===== src/rtl/pipe_hazard_ctrl_pkg.sv =====
// Shared pipeline definitions: hazard FSM state encoding and the control
// vectors the hazard controller drives into the pipeline registers.
package pipe_pkg;

  typedef enum logic [1:0] {
    RUN      = 2'd0,
    MEM_WAIT = 2'd1,
    HALT     = 2'd2
  } hz_state_e;

  typedef struct packed {
    logic pc_en;
    logic if_id_en;
    logic if_id_flush;
    logic id_ex_flush;
    logic ex_mem_en;
    logic mem_wb_flush;
  } hz_ctrl_t;

  localparam hz_ctrl_t CTRL_RELEASE = '{
    pc_en: 1'b1, if_id_en: 1'b1, if_id_flush: 1'b0,
    id_ex_flush: 1'b0, ex_mem_en: 1'b1, mem_wb_flush: 1'b0
  };

  // Whole pipeline holds; MEM/WB writeback suppressed so the stalled access
  // is not retired twice.
  localparam hz_ctrl_t CTRL_FREEZE = '{
    pc_en: 1'b0, if_id_en: 1'b0, if_id_flush: 1'b0,
    id_ex_flush: 1'b0, ex_mem_en: 1'b0, mem_wb_flush: 1'b1
  };

  localparam hz_ctrl_t CTRL_BRANCH = '{
    pc_en: 1'b1, if_id_en: 1'b1, if_id_flush: 1'b1,
    id_ex_flush: 1'b1, ex_mem_en: 1'b1, mem_wb_flush: 1'b0
  };

  localparam hz_ctrl_t CTRL_LOAD_USE = '{
    pc_en: 1'b0, if_id_en: 1'b0, if_id_flush: 1'b0,
    id_ex_flush: 1'b1, ex_mem_en: 1'b1, mem_wb_flush: 1'b0
  };

  function automatic logic load_use_hazard(
    input logic       memread,
    input logic [4:0] ex_rt,
    input logic [4:0] rs,
    input logic [4:0] rt
  );
    return memread && (ex_rt != 5'd0) && ((ex_rt == rs) || (ex_rt == rt));
  endfunction

endpackage


===== src/rtl/pipe_hazard_ctrl_if.sv =====
// Hazard-controller bundle: hazard sources from the pipeline (master side)
// and the stage enables/flushes returned by the controller (slave side).
interface pipe_hazard_ctrl_if #(
  parameter int CNT_W = 16
);
  logic [4:0]       id_rs;
  logic [4:0]       id_rt;
  logic [4:0]       id_ex_rt;
  logic             id_ex_memread;
  logic             branch_taken;
  logic             dmem_req;
  logic             dmem_ready;
  logic             pc_en;
  logic             if_id_en;
  logic             if_id_flush;
  logic             id_ex_flush;
  logic             ex_mem_en;
  logic             mem_wb_flush;
  logic             halted;
  logic [CNT_W-1:0] stall_cnt;

  modport master (
    output id_rs, id_rt, id_ex_rt, id_ex_memread, branch_taken, dmem_req, dmem_ready,
    input  pc_en, if_id_en, if_id_flush, id_ex_flush, ex_mem_en, mem_wb_flush,
           halted, stall_cnt
  );

  modport slave (
    input  id_rs, id_rt, id_ex_rt, id_ex_memread, branch_taken, dmem_req, dmem_ready,
    output pc_en, if_id_en, if_id_flush, id_ex_flush, ex_mem_en, mem_wb_flush,
           halted, stall_cnt
  );
endinterface


===== src/rtl/pipe_hazard_ctrl_sat_counter.sv =====
// Saturating up-counter with synchronous clear; holds at all-ones.
module sat_counter #(
  parameter int WIDTH = 16
) (
  input  logic             clk,
  input  logic             clear,
  input  logic             inc,
  output logic [WIDTH-1:0] count
);

  always_ff @(posedge clk) begin
    if (clear) begin
      count <= '0;
    end else if (inc && (count != '1)) begin
      count <= count + WIDTH'(1);
    end
  end

endmodule


===== src/rtl/pipe_hazard_ctrl.sv =====
// Pipeline hazard controller: memory-wait freeze with timeout halt, branch
// flush and load-use stall, plus a saturating count of frozen-PC cycles.
module pipe_hazard_ctrl
  import pipe_pkg::*;
#(
  parameter int MAX_WAIT = 15,
  parameter int CNT_W    = 16
) (
  input  logic                 clk,
  input  logic                 rst,
  pipe_hazard_ctrl_if.slave    hz
);

  localparam int WAIT_W = $clog2(MAX_WAIT + 1);
  localparam logic [WAIT_W-1:0] WAIT_LAST = WAIT_W'(MAX_WAIT - 1);

  if (MAX_WAIT < 1) begin : g_bad_max_wait
    $error("pipe_hazard_ctrl: MAX_WAIT must be at least 1");
  end

  hz_state_e         state;
  logic [WAIT_W-1:0] wait_cnt;
  logic              halted_q;
  hz_ctrl_t          ctrl;
  logic              mem_stall;
  logic              lu_hazard;

  assign mem_stall = hz.dmem_req && !hz.dmem_ready;
  assign lu_hazard = load_use_hazard(hz.id_ex_memread, hz.id_ex_rt, hz.id_rs, hz.id_rt);

  // Outputs are Mealy: the freeze must take effect in the cycle the memory
  // reports not-ready, not one cycle later.
  always_comb begin
    ctrl = CTRL_RELEASE;
    if (!rst) begin
      unique case (state)
        RUN: begin
          if (mem_stall)            ctrl = CTRL_FREEZE;
          else if (hz.branch_taken) ctrl = CTRL_BRANCH;
          else if (lu_hazard)       ctrl = CTRL_LOAD_USE;
        end
        MEM_WAIT: begin
          if (!hz.dmem_ready)       ctrl = CTRL_FREEZE;
        end
        HALT:                       ctrl = CTRL_FREEZE;
        default:                    ctrl = CTRL_RELEASE;
      endcase
    end
  end

  always_ff @(posedge clk) begin
    if (rst) begin
      state    <= RUN;
      wait_cnt <= '0;
      halted_q <= 1'b0;
    end else begin
      unique case (state)
        RUN: begin
          if (mem_stall) begin
            state    <= MEM_WAIT;
            wait_cnt <= '0;
          end
        end
        MEM_WAIT: begin
          if (hz.dmem_ready) begin
            state <= RUN;
          end else if (wait_cnt == WAIT_LAST) begin
            state    <= HALT;
            halted_q <= 1'b1;
          end else begin
            wait_cnt <= wait_cnt + WAIT_W'(1);
          end
        end
        HALT: begin
          halted_q <= 1'b1;
        end
        default: begin
          state <= RUN;
        end
      endcase
    end
  end

  sat_counter #(
    .WIDTH (CNT_W)
  ) u_stall_cnt (
    .clk   (clk),
    .clear (rst),
    .inc   (!ctrl.pc_en),
    .count (hz.stall_cnt)
  );

  assign hz.pc_en        = ctrl.pc_en;
  assign hz.if_id_en     = ctrl.if_id_en;
  assign hz.if_id_flush  = ctrl.if_id_flush;
  assign hz.id_ex_flush  = ctrl.id_ex_flush;
  assign hz.ex_mem_en    = ctrl.ex_mem_en;
  assign hz.mem_wb_flush = ctrl.mem_wb_flush;
  assign hz.halted       = halted_q && !rst;

endmodule


===== src/flat_wrapper.sv =====
// flat-port wrapper written by rule: the top's interface ports become plain ports
module pipe_hazard_ctrl_flat import pipe_pkg::*;
#(
  parameter int MAX_WAIT = 15,
  parameter int CNT_W    = 16
)
  (clk, rst, hz_id_rs, hz_id_rt, hz_id_ex_rt, hz_id_ex_memread, hz_branch_taken, hz_dmem_req, hz_dmem_ready, hz_pc_en, hz_if_id_en, hz_if_id_flush, hz_id_ex_flush, hz_ex_mem_en, hz_mem_wb_flush, hz_halted, hz_stall_cnt);
  pipe_hazard_ctrl_if #(.CNT_W(CNT_W)) hz_i ();
  input  logic clk;
  input  logic rst;
  input wire logic [$bits(hz_i.id_rs)-1:0] hz_id_rs;
  input wire logic [$bits(hz_i.id_rt)-1:0] hz_id_rt;
  input wire logic [$bits(hz_i.id_ex_rt)-1:0] hz_id_ex_rt;
  input wire logic [$bits(hz_i.id_ex_memread)-1:0] hz_id_ex_memread;
  input wire logic [$bits(hz_i.branch_taken)-1:0] hz_branch_taken;
  input wire logic [$bits(hz_i.dmem_req)-1:0] hz_dmem_req;
  input wire logic [$bits(hz_i.dmem_ready)-1:0] hz_dmem_ready;
  output wire logic [$bits(hz_i.pc_en)-1:0] hz_pc_en;
  output wire logic [$bits(hz_i.if_id_en)-1:0] hz_if_id_en;
  output wire logic [$bits(hz_i.if_id_flush)-1:0] hz_if_id_flush;
  output wire logic [$bits(hz_i.id_ex_flush)-1:0] hz_id_ex_flush;
  output wire logic [$bits(hz_i.ex_mem_en)-1:0] hz_ex_mem_en;
  output wire logic [$bits(hz_i.mem_wb_flush)-1:0] hz_mem_wb_flush;
  output wire logic [$bits(hz_i.halted)-1:0] hz_halted;
  output wire logic [$bits(hz_i.stall_cnt)-1:0] hz_stall_cnt;
  assign hz_i.id_rs = hz_id_rs;
  assign hz_i.id_rt = hz_id_rt;
  assign hz_i.id_ex_rt = hz_id_ex_rt;
  assign hz_i.id_ex_memread = hz_id_ex_memread;
  assign hz_i.branch_taken = hz_branch_taken;
  assign hz_i.dmem_req = hz_dmem_req;
  assign hz_i.dmem_ready = hz_dmem_ready;
  assign hz_pc_en = hz_i.pc_en;
  assign hz_if_id_en = hz_i.if_id_en;
  assign hz_if_id_flush = hz_i.if_id_flush;
  assign hz_id_ex_flush = hz_i.id_ex_flush;
  assign hz_ex_mem_en = hz_i.ex_mem_en;
  assign hz_mem_wb_flush = hz_i.mem_wb_flush;
  assign hz_halted = hz_i.halted;
  assign hz_stall_cnt = hz_i.stall_cnt;
  pipe_hazard_ctrl #(.MAX_WAIT(MAX_WAIT), .CNT_W(CNT_W)) u_core (.clk(clk), .rst(rst), .hz(hz_i));
endmodule

===== config.mk =====
export PLATFORM = sky130hd
export DESIGN_NAME = pipe_hazard_ctrl_flat
export DESIGN_NICKNAME = d
export VERILOG_FILES = /design/src/rtl/pipe_hazard_ctrl_pkg.sv /design/src/rtl/pipe_hazard_ctrl_if.sv /design/src/rtl/pipe_hazard_ctrl_sat_counter.sv /design/src/rtl/pipe_hazard_ctrl.sv /design/src/flat_wrapper.sv
export SDC_FILE = /design/constraint.sdc
export NUM_CORES = 1
export LEC_CHECK = 0
export BUFFER_PORTS_ARGS = -buffer_cell sky130_fd_sc_hd__buf_2
export CAP_MARGIN = 20
export CORE_ASPECT_RATIO = 1.75
export CORE_UTILIZATION = 45
export CTS_BUF_LIST = sky130_fd_sc_hd__clkbuf_8 sky130_fd_sc_hd__clkbuf_16
export CTS_CLUSTER_SIZE = 28
export DETAILED_ROUTE_END_ITERATION = 16
export MAX_ROUTING_LAYER = met4
export PLACE_DENSITY = 0.73
export SYNTH_ARGS = -nofsm -noshare
export SYNTH_HDL_FRONTEND = slang
export SYNTH_SLANG_ARGS = --single-unit

===== constraint.sdc =====
create_clock -name clk -period 2.35 [get_ports clk]
set_input_delay 0.47 -clock clk [delete_from_list [all_inputs] [get_ports clk]]
set_output_delay 0.47 -clock clk [all_outputs]
set_load 0.01 [all_outputs]

==> results.ini, run 1 <==
[status]
status = completed

[logic_synthesis]
yosys-top-cells-area = dfxtp_1 35%, xor2_1 8.7%, a21oi_1 5.0%
syn_inst = 156
syn_nets = 180
synth_edf_count = 0
syn_avg_cell_area_um2 = 8.41
ys_async_sr_fraction_pct = 0
synthFlopType = dfxtp_1
ys_seq_area_share_pct = 35.1
synth_area_um2 = 1310
ys_ff_latch = 23
synth.top_cell.area_share_pct = 35.1
yosysUniqueCellTypes = 41
yosysTopAreaCell = dfxtp_1
yosys_warnings = 0

[power_and_ir_drop]
p_total_mw = 0.736
power_density_nw_per_um2 = 461
power.share.switching_pct = 24.4
internal_power_mw = 0.556
p_seq_share_pct = 54.2
p_sw_mw = 0.179
p_comb_share_pct = 13.8
p_leak_nw = 0.661
peakVddDrop_uv = 413
clockPowerShare_pct = 32.0

[setup_path]
end_kind = primary output
slowest_delay_ns = 0.52
path_max_fanout = 3
crit_slowest_cell = or4_1
worstSetupPathType = input port to primary output
startpoint_type = input port
required_ns = 1.88
crit_arrival_ns = 1.79
path_cells = buf_2 > or4_1 > o21a_1 > nor2b_1 > o21a_1 > buf_2

[timing]
fin_skew_ns = 0.00172
tightest_slew_ns = 0.593
setup_viol = 0
fmax_mhz = 442
tns_ns = 0
hold_violations = 0
maxSlewHeadroom_pct = 59.5
slew_violations = 0
rsz0062_at_grt = false
period_share_pct = 96.2
layout_min_cycle_time_ns = 2.26

[die]
dieArea_um2 = 3140
start_util_pct = 48.2
fp.dieH_um = 73.4
die_w_um = 42.8
core_um2 = 2720
num_rows = 25
io_pins = 44

[place]
dpl.hpwl_um = 2450
port_buffers = 43
gp_congestion = 0.833
dp_cells = 223

[clock_network]
numCtsBuffers = 3
cts_buffer_depth = 2
htreeDepth = 1
numClockSinks = 23
cts_tree = built
cts_setup_buffers = 0
clk_transition_reported_paths_ns = 0.08
ctsResizeCount = 0
postCtsHoldBufs = 0
cts-root-buf = clkbuf_8
clk_latency_ns = 0.25

[global_route]
grt_max_degree = 31
antenna_found_initial = 0
grt_pass1_wl_um = 5130
overflow = 0
grt_pass1_vias = 1215
grtUsageTotal_pct = 20.8

[cells_and_area]
nets = 225
synthToLayoutAreaGrowth_pct = 21.6
drive_gt1_share_pct = 28.5
antenna-diode-count = 0
fill_cells = 261
fin_cells = 227

[min_path]
hp-class = register to register

[drt]
firstDrtPassIters = 4
ant_nets = 0
vias = 1283
drc = 0
drt_wl_total_um = 3070
wl_per_cell_um = 13.5
vias_per_cell = 5.65
drt_iter0_markers = 45

[flow_run]
maxCapViolations = 0

==> path summary, 6_finish.rpt <==
kind	to	start	depth (start not counted)	slack, ns
min reg2reg	u_core.halted_q	u_core.halted_q	2	0.46
max reg2reg	u_core.u_stall_cnt.count[13]	u_core.u_stall_cnt.count[0]	8	0.34
min	u_core.halted_q	u_core.halted_q	2	0.46
max	hz_id_ex_flush	hz_id_ex_rt[0]	6	0.09
==> power groups by stage <==
stage          Clock, mW  Sequential [mW]  Combinational, mW
2_1_floorplan          0            0.408             0.0606
3_3_place_gp           0            0.407             0.0977
3_5_place_dp           0            0.408              0.102
4_1_cts            0.241            0.399              0.102
5_1_grt            0.252            0.400              0.112
6_report           0.236            0.399              0.101
==> Yosys cell counts (all sizes together), types with 3 or more instances <==
cell and count:
a21oi 15, buf 4, dfxtp 23, ha 3, inv 9, nand2 7
nand3 6, nand4 6, nor2 16, o21a 3, o21ai 7, o31ai 5
or3 6, or4 7, xor2 13
==> metrics by stage <==
step                      util [%]  hold WS, ns  setup WS, ns  instance area, um2
after floorplan                  -        0.432         0.141                1310
after global placement        56.9        0.443         0.129                1550
after detailed placement      56.9        0.458        0.0882                1550
after CTS                     58.6        0.467        0.0847                1590
after global routing          58.6        0.481        0.0354                1590
final                         58.6        0.463        0.0892                1590
==> cell usage in the layout, fill, tap and decap left out, types with 2 or more instances in the layout <==
master / count
dfxtp_1: 23
nand4_1: 6
inv_1: 10
a21oi_1: 13
and2_1: 2
nand3_1: 6
nor2_1: 15
clkbuf_8: 3
ha_1: 3
o21a_1: 3
nor3_1: 2
buf_4: 2
or4_1: 7
o21ai_1: 7
o311ai_1: 2
a21oi_2: 2
o41ai_1: 2
xor2_1: 13
o31ai_1: 5
nand2_1: 7
buf_2: 43
or3_1: 6
==> layer usage <==
layer  part of all wire [%]  wire [um]  track usage, %  vias to the layer above
li1                       -          -               -                      655
met1                     39       1190            21.5                      605
met2                     58       1790            40.4                       21
met3                    2.3         72            2.46                        2
met4                   0.42         13            4.51                        0
met5                      0          0               -                        -
==> flip-flops by register name, indices dropped and copies added (netlist names) <==
register,flops
u_core.state,2
u_core.halted_q,1
u_core.u_stall_cnt.count,16
u_core.wait_cnt,4
==> area by class of cell <==
type                    count  area [um2]  share of cell area [%]
clock buffers               3        41.3                    2.59
clock inverters             1        3.75                   0.235
inverters                   9        33.8                    2.12
multi-input cells         118         771                    48.4
flip-flops and latches     23         460                    28.9
well taps                  27        33.8                    2.12
repair buffers             46         250                    15.7
==> cells by family after synthesis <==
group | share of synthesized area, %
compound gates | 21.4
xor+xnor | 9.35
fa+ha+maj | 2.86
buf+inv | 6.11
flops | 35.1
mux | 0.763
simple gates | 24.4
==> critical path: cells and delay by family <==
kind            cells  cell delay, ns
simple gates        2            0.67
compound gates      2            0.39
buf+inv             2            0.25
No activity file was read; power rests on OpenSTA's default activity.
==> run 2: changes to the inputs <==
--- a/config.mk
+++ b/config.mk
@@ -5,12 +5,13 @@
 export SDC_FILE = /design/constraint.sdc
 export NUM_CORES = 1
 export LEC_CHECK = 0
+export ABC_CLOCK_PERIOD_IN_PS = 2350
 export BUFFER_PORTS_ARGS = -buffer_cell sky130_fd_sc_hd__buf_2
 export CAP_MARGIN = 20
 export CORE_ASPECT_RATIO = 1.75
 export CORE_UTILIZATION = 45
 export CTS_BUF_LIST = sky130_fd_sc_hd__clkbuf_8 sky130_fd_sc_hd__clkbuf_16
-export CTS_CLUSTER_SIZE = 28
+export CTS_CLUSTER_SIZE = 20
 export DETAILED_ROUTE_END_ITERATION = 16
 export MAX_ROUTING_LAYER = met4
 export PLACE_DENSITY = 0.73
==> constraint.sdc (replaced) <==
create_clock -name clk -period 2.35 [get_ports clk]
set_input_delay 0.3525 -clock clk [delete_from_list [all_inputs] [get_ports clk]]
set_output_delay 0.3525 -clock clk [all_outputs]
set_load 0.01 [all_outputs]
==> results.ini, run 2 (synthesis results as in run 1) <==
[status]
status = completed

[timing]
maxSlewHeadroom_pct = 59.0  ; -0.45 points
tns_ns = 0  ; unchanged
setup_viol = 0  ; unchanged
tightest_slew_ns = 0.599  ; +0.00658 ns
fmax_mhz = 492  ; +11%
hold_violations = 0  ; unchanged
period_share_pct = 86.6  ; -9.7 points
fin_skew_ns = 0.00353  ; +0.00181 ns
holdWs_ns = 0.461  ; -0.00174 ns
slew_violations = 0  ; unchanged
layout_min_cycle_time_ns = 2.03  ; -0.227 ns
rsz0062_at_grt = false

[drt]
vias = 1320  ; +2.9%
vias_per_cell = 5.81  ; +2.9%
drt_iter0_markers = 33  ; -27%
firstDrtPassIters = 4  ; unchanged
wl_per_cell_um = 14.0  ; +3.7%
ant_nets = 0  ; unchanged
drc = 0  ; unchanged
drt_wl_total_um = 3180  ; +3.7%

[place]
gp_congestion = 0.819  ; -1.7%
dp_cells = 223  ; unchanged
port_buffers = 43  ; unchanged
dpl.hpwl_um = 2520  ; +3.0%
postPlaceCellArea_um2 = 1550  ; unchanged

[clock_network]
numClockSinks = 23  ; unchanged
numCtsBuffers = 3  ; unchanged
cts-root-buf = clkbuf_8
clk_transition_reported_paths_ns = 0.08  ; about the same
cts_buffer_depth = 2  ; unchanged
cts_tree = built
clk_latency_ns = 0.26  ; about the same
postCtsHoldBufs = 0  ; unchanged
cts_setup_buffers = 0  ; unchanged
htreeDepth = 1  ; unchanged
ctsResizeCount = 0  ; unchanged

[cells_and_area]
most-common-layout-cells = 43 x buf_2, 23 x dfxtp_1, 15 x nor2_1, 13 x xor2_1, 13 x a21oi_1
fin_cells = 227  ; unchanged
largest-register = u_core.u_stall_cnt.count
synthToLayoutAreaGrowth_pct = 21.6  ; unchanged
nets = 225  ; unchanged
final_common_cell = buf_2
top_regs = u_core.u_stall_cnt.count (16), u_core.wait_cnt (4), u_core.state (2)
drive_gt1_share_pct = 28.5  ; unchanged
design_area_um2 = 1590  ; unchanged
largest_register_ffs = 16  ; unchanged
antenna-diode-count = 0  ; unchanged

[setup_path]
path_delay_family = simple AND/OR/NAND/NOR gates
startpoint_type = register
end_kind = register
crit_slowest_cell = or4_1
worstSetupPathType = register to register
path_cells = ha_1 > and2_1 > nand4_1 > o211ai_2 > a2bb2oi_2 > buf_12 > or4_1 > a21oi_1
required_ns = 2.55  ; +0.67 ns
crit_buf_inv = 1  ; -1
path_max_fanout = 30  ; +27
crit_arrival_ns = 2.24  ; +0.45 ns
slowest_delay_ns = 0.48  ; -0.04 ns

[power_and_ir_drop]
power_density_nw_per_um2 = 466  ; +1.0%
p_leak_nw = 0.661  ; unchanged
peakVddDrop_uv = 342  ; -17%

[global_route]
grt_max_degree = 31  ; unchanged
grt_pass1_wl_um = 5140  ; +0.14%
grt_pass1_vias = 1219  ; +0.33%
grtUsageTotal_pct = 21.1  ; +0.35 points
antenna_found_initial = 0  ; unchanged
overflow = 0  ; unchanged

[min_path]
hp-class = input port to register

[die]
fp.dieH_um = 73.4  ; unchanged
core_um2 = 2720  ; unchanged
io_pins = 44  ; unchanged
die_w_um = 42.8  ; unchanged
dieArea_um2 = 3140  ; unchanged
start_util_pct = 48.2  ; unchanged
num_rows = 25  ; unchanged

[flow_run]
maxCapViolations = 0  ; unchanged

run 2: cell counts in the layout (fill, tap and decap cells not counted):
Identical to the previous run, type by type.
run 2: area by class of cell:
class                   count  area [um2]
clock inverters             1        3.75
well taps                  27        33.8
multi-input cells         118         771
inverters                   9        33.8
clock buffers               3        41.3
fillers                   254        1130
repair buffers             46         250
flip-flops and latches     23         460
run 2: worst paths after layout:
| path | to | slack (ns) | cells after the start | from |
|---|---|---|---|---|
| min | u_core.wait_cnt[2] | 0.46 | 3 | hz_dmem_req |
| max reg2reg | u_core.u_stall_cnt.count[14] | 0.32 | 8 | u_core.u_stall_cnt.count[0] |
| min reg2reg | u_core.halted_q | 0.47 | 2 | u_core.halted_q |
| max | u_core.u_stall_cnt.count[14] | 0.32 | 8 | u_core.u_stall_cnt.count[0] |
run 2: metrics by stage:
| step | power, mW | setup slack [ns] | util, % |
|---|---|---|---|
| 2_1_floorplan | 0.468 | 0.376 | - |
| 3_3_place_gp | 0.505 | 0.361 | 56.9 |
| 3_5_place_dp | 0.510 | 0.296 | 56.9 |
| 4_1_cts | 0.745 | 0.299 | 58.6 |
| 5_1_grt | 0.771 | 0.190 | 58.6 |
| 6_report | 0.743 | 0.316 | 58.6 |
run 2: metal layers:
layer	up-vias	GRT usage (%)	routed length (um)	part of all wire, %
li1	661	-	-	-
met1	623	21.8	1210	38
met2	30	39.9	1840	58
met3	6	2.21	86	2.7
met4	0	7.64	44	1.4
met5	-	-	0	0
run 2: report_power, final:
group	internal [mW]	leakage [nW]	switching [mW]	total (mW)
Sequential	0.394	0.186	0.00508	0.399
Combinational	0.0466	0.448	0.0562	0.103
Clock	0.117	0.0269	0.125	0.242
run 2: worst min-delay path, cell delays in order:
cell and delay (ns):
buf_2 0.10, a31o_2 0.18, nor2_1 0.05
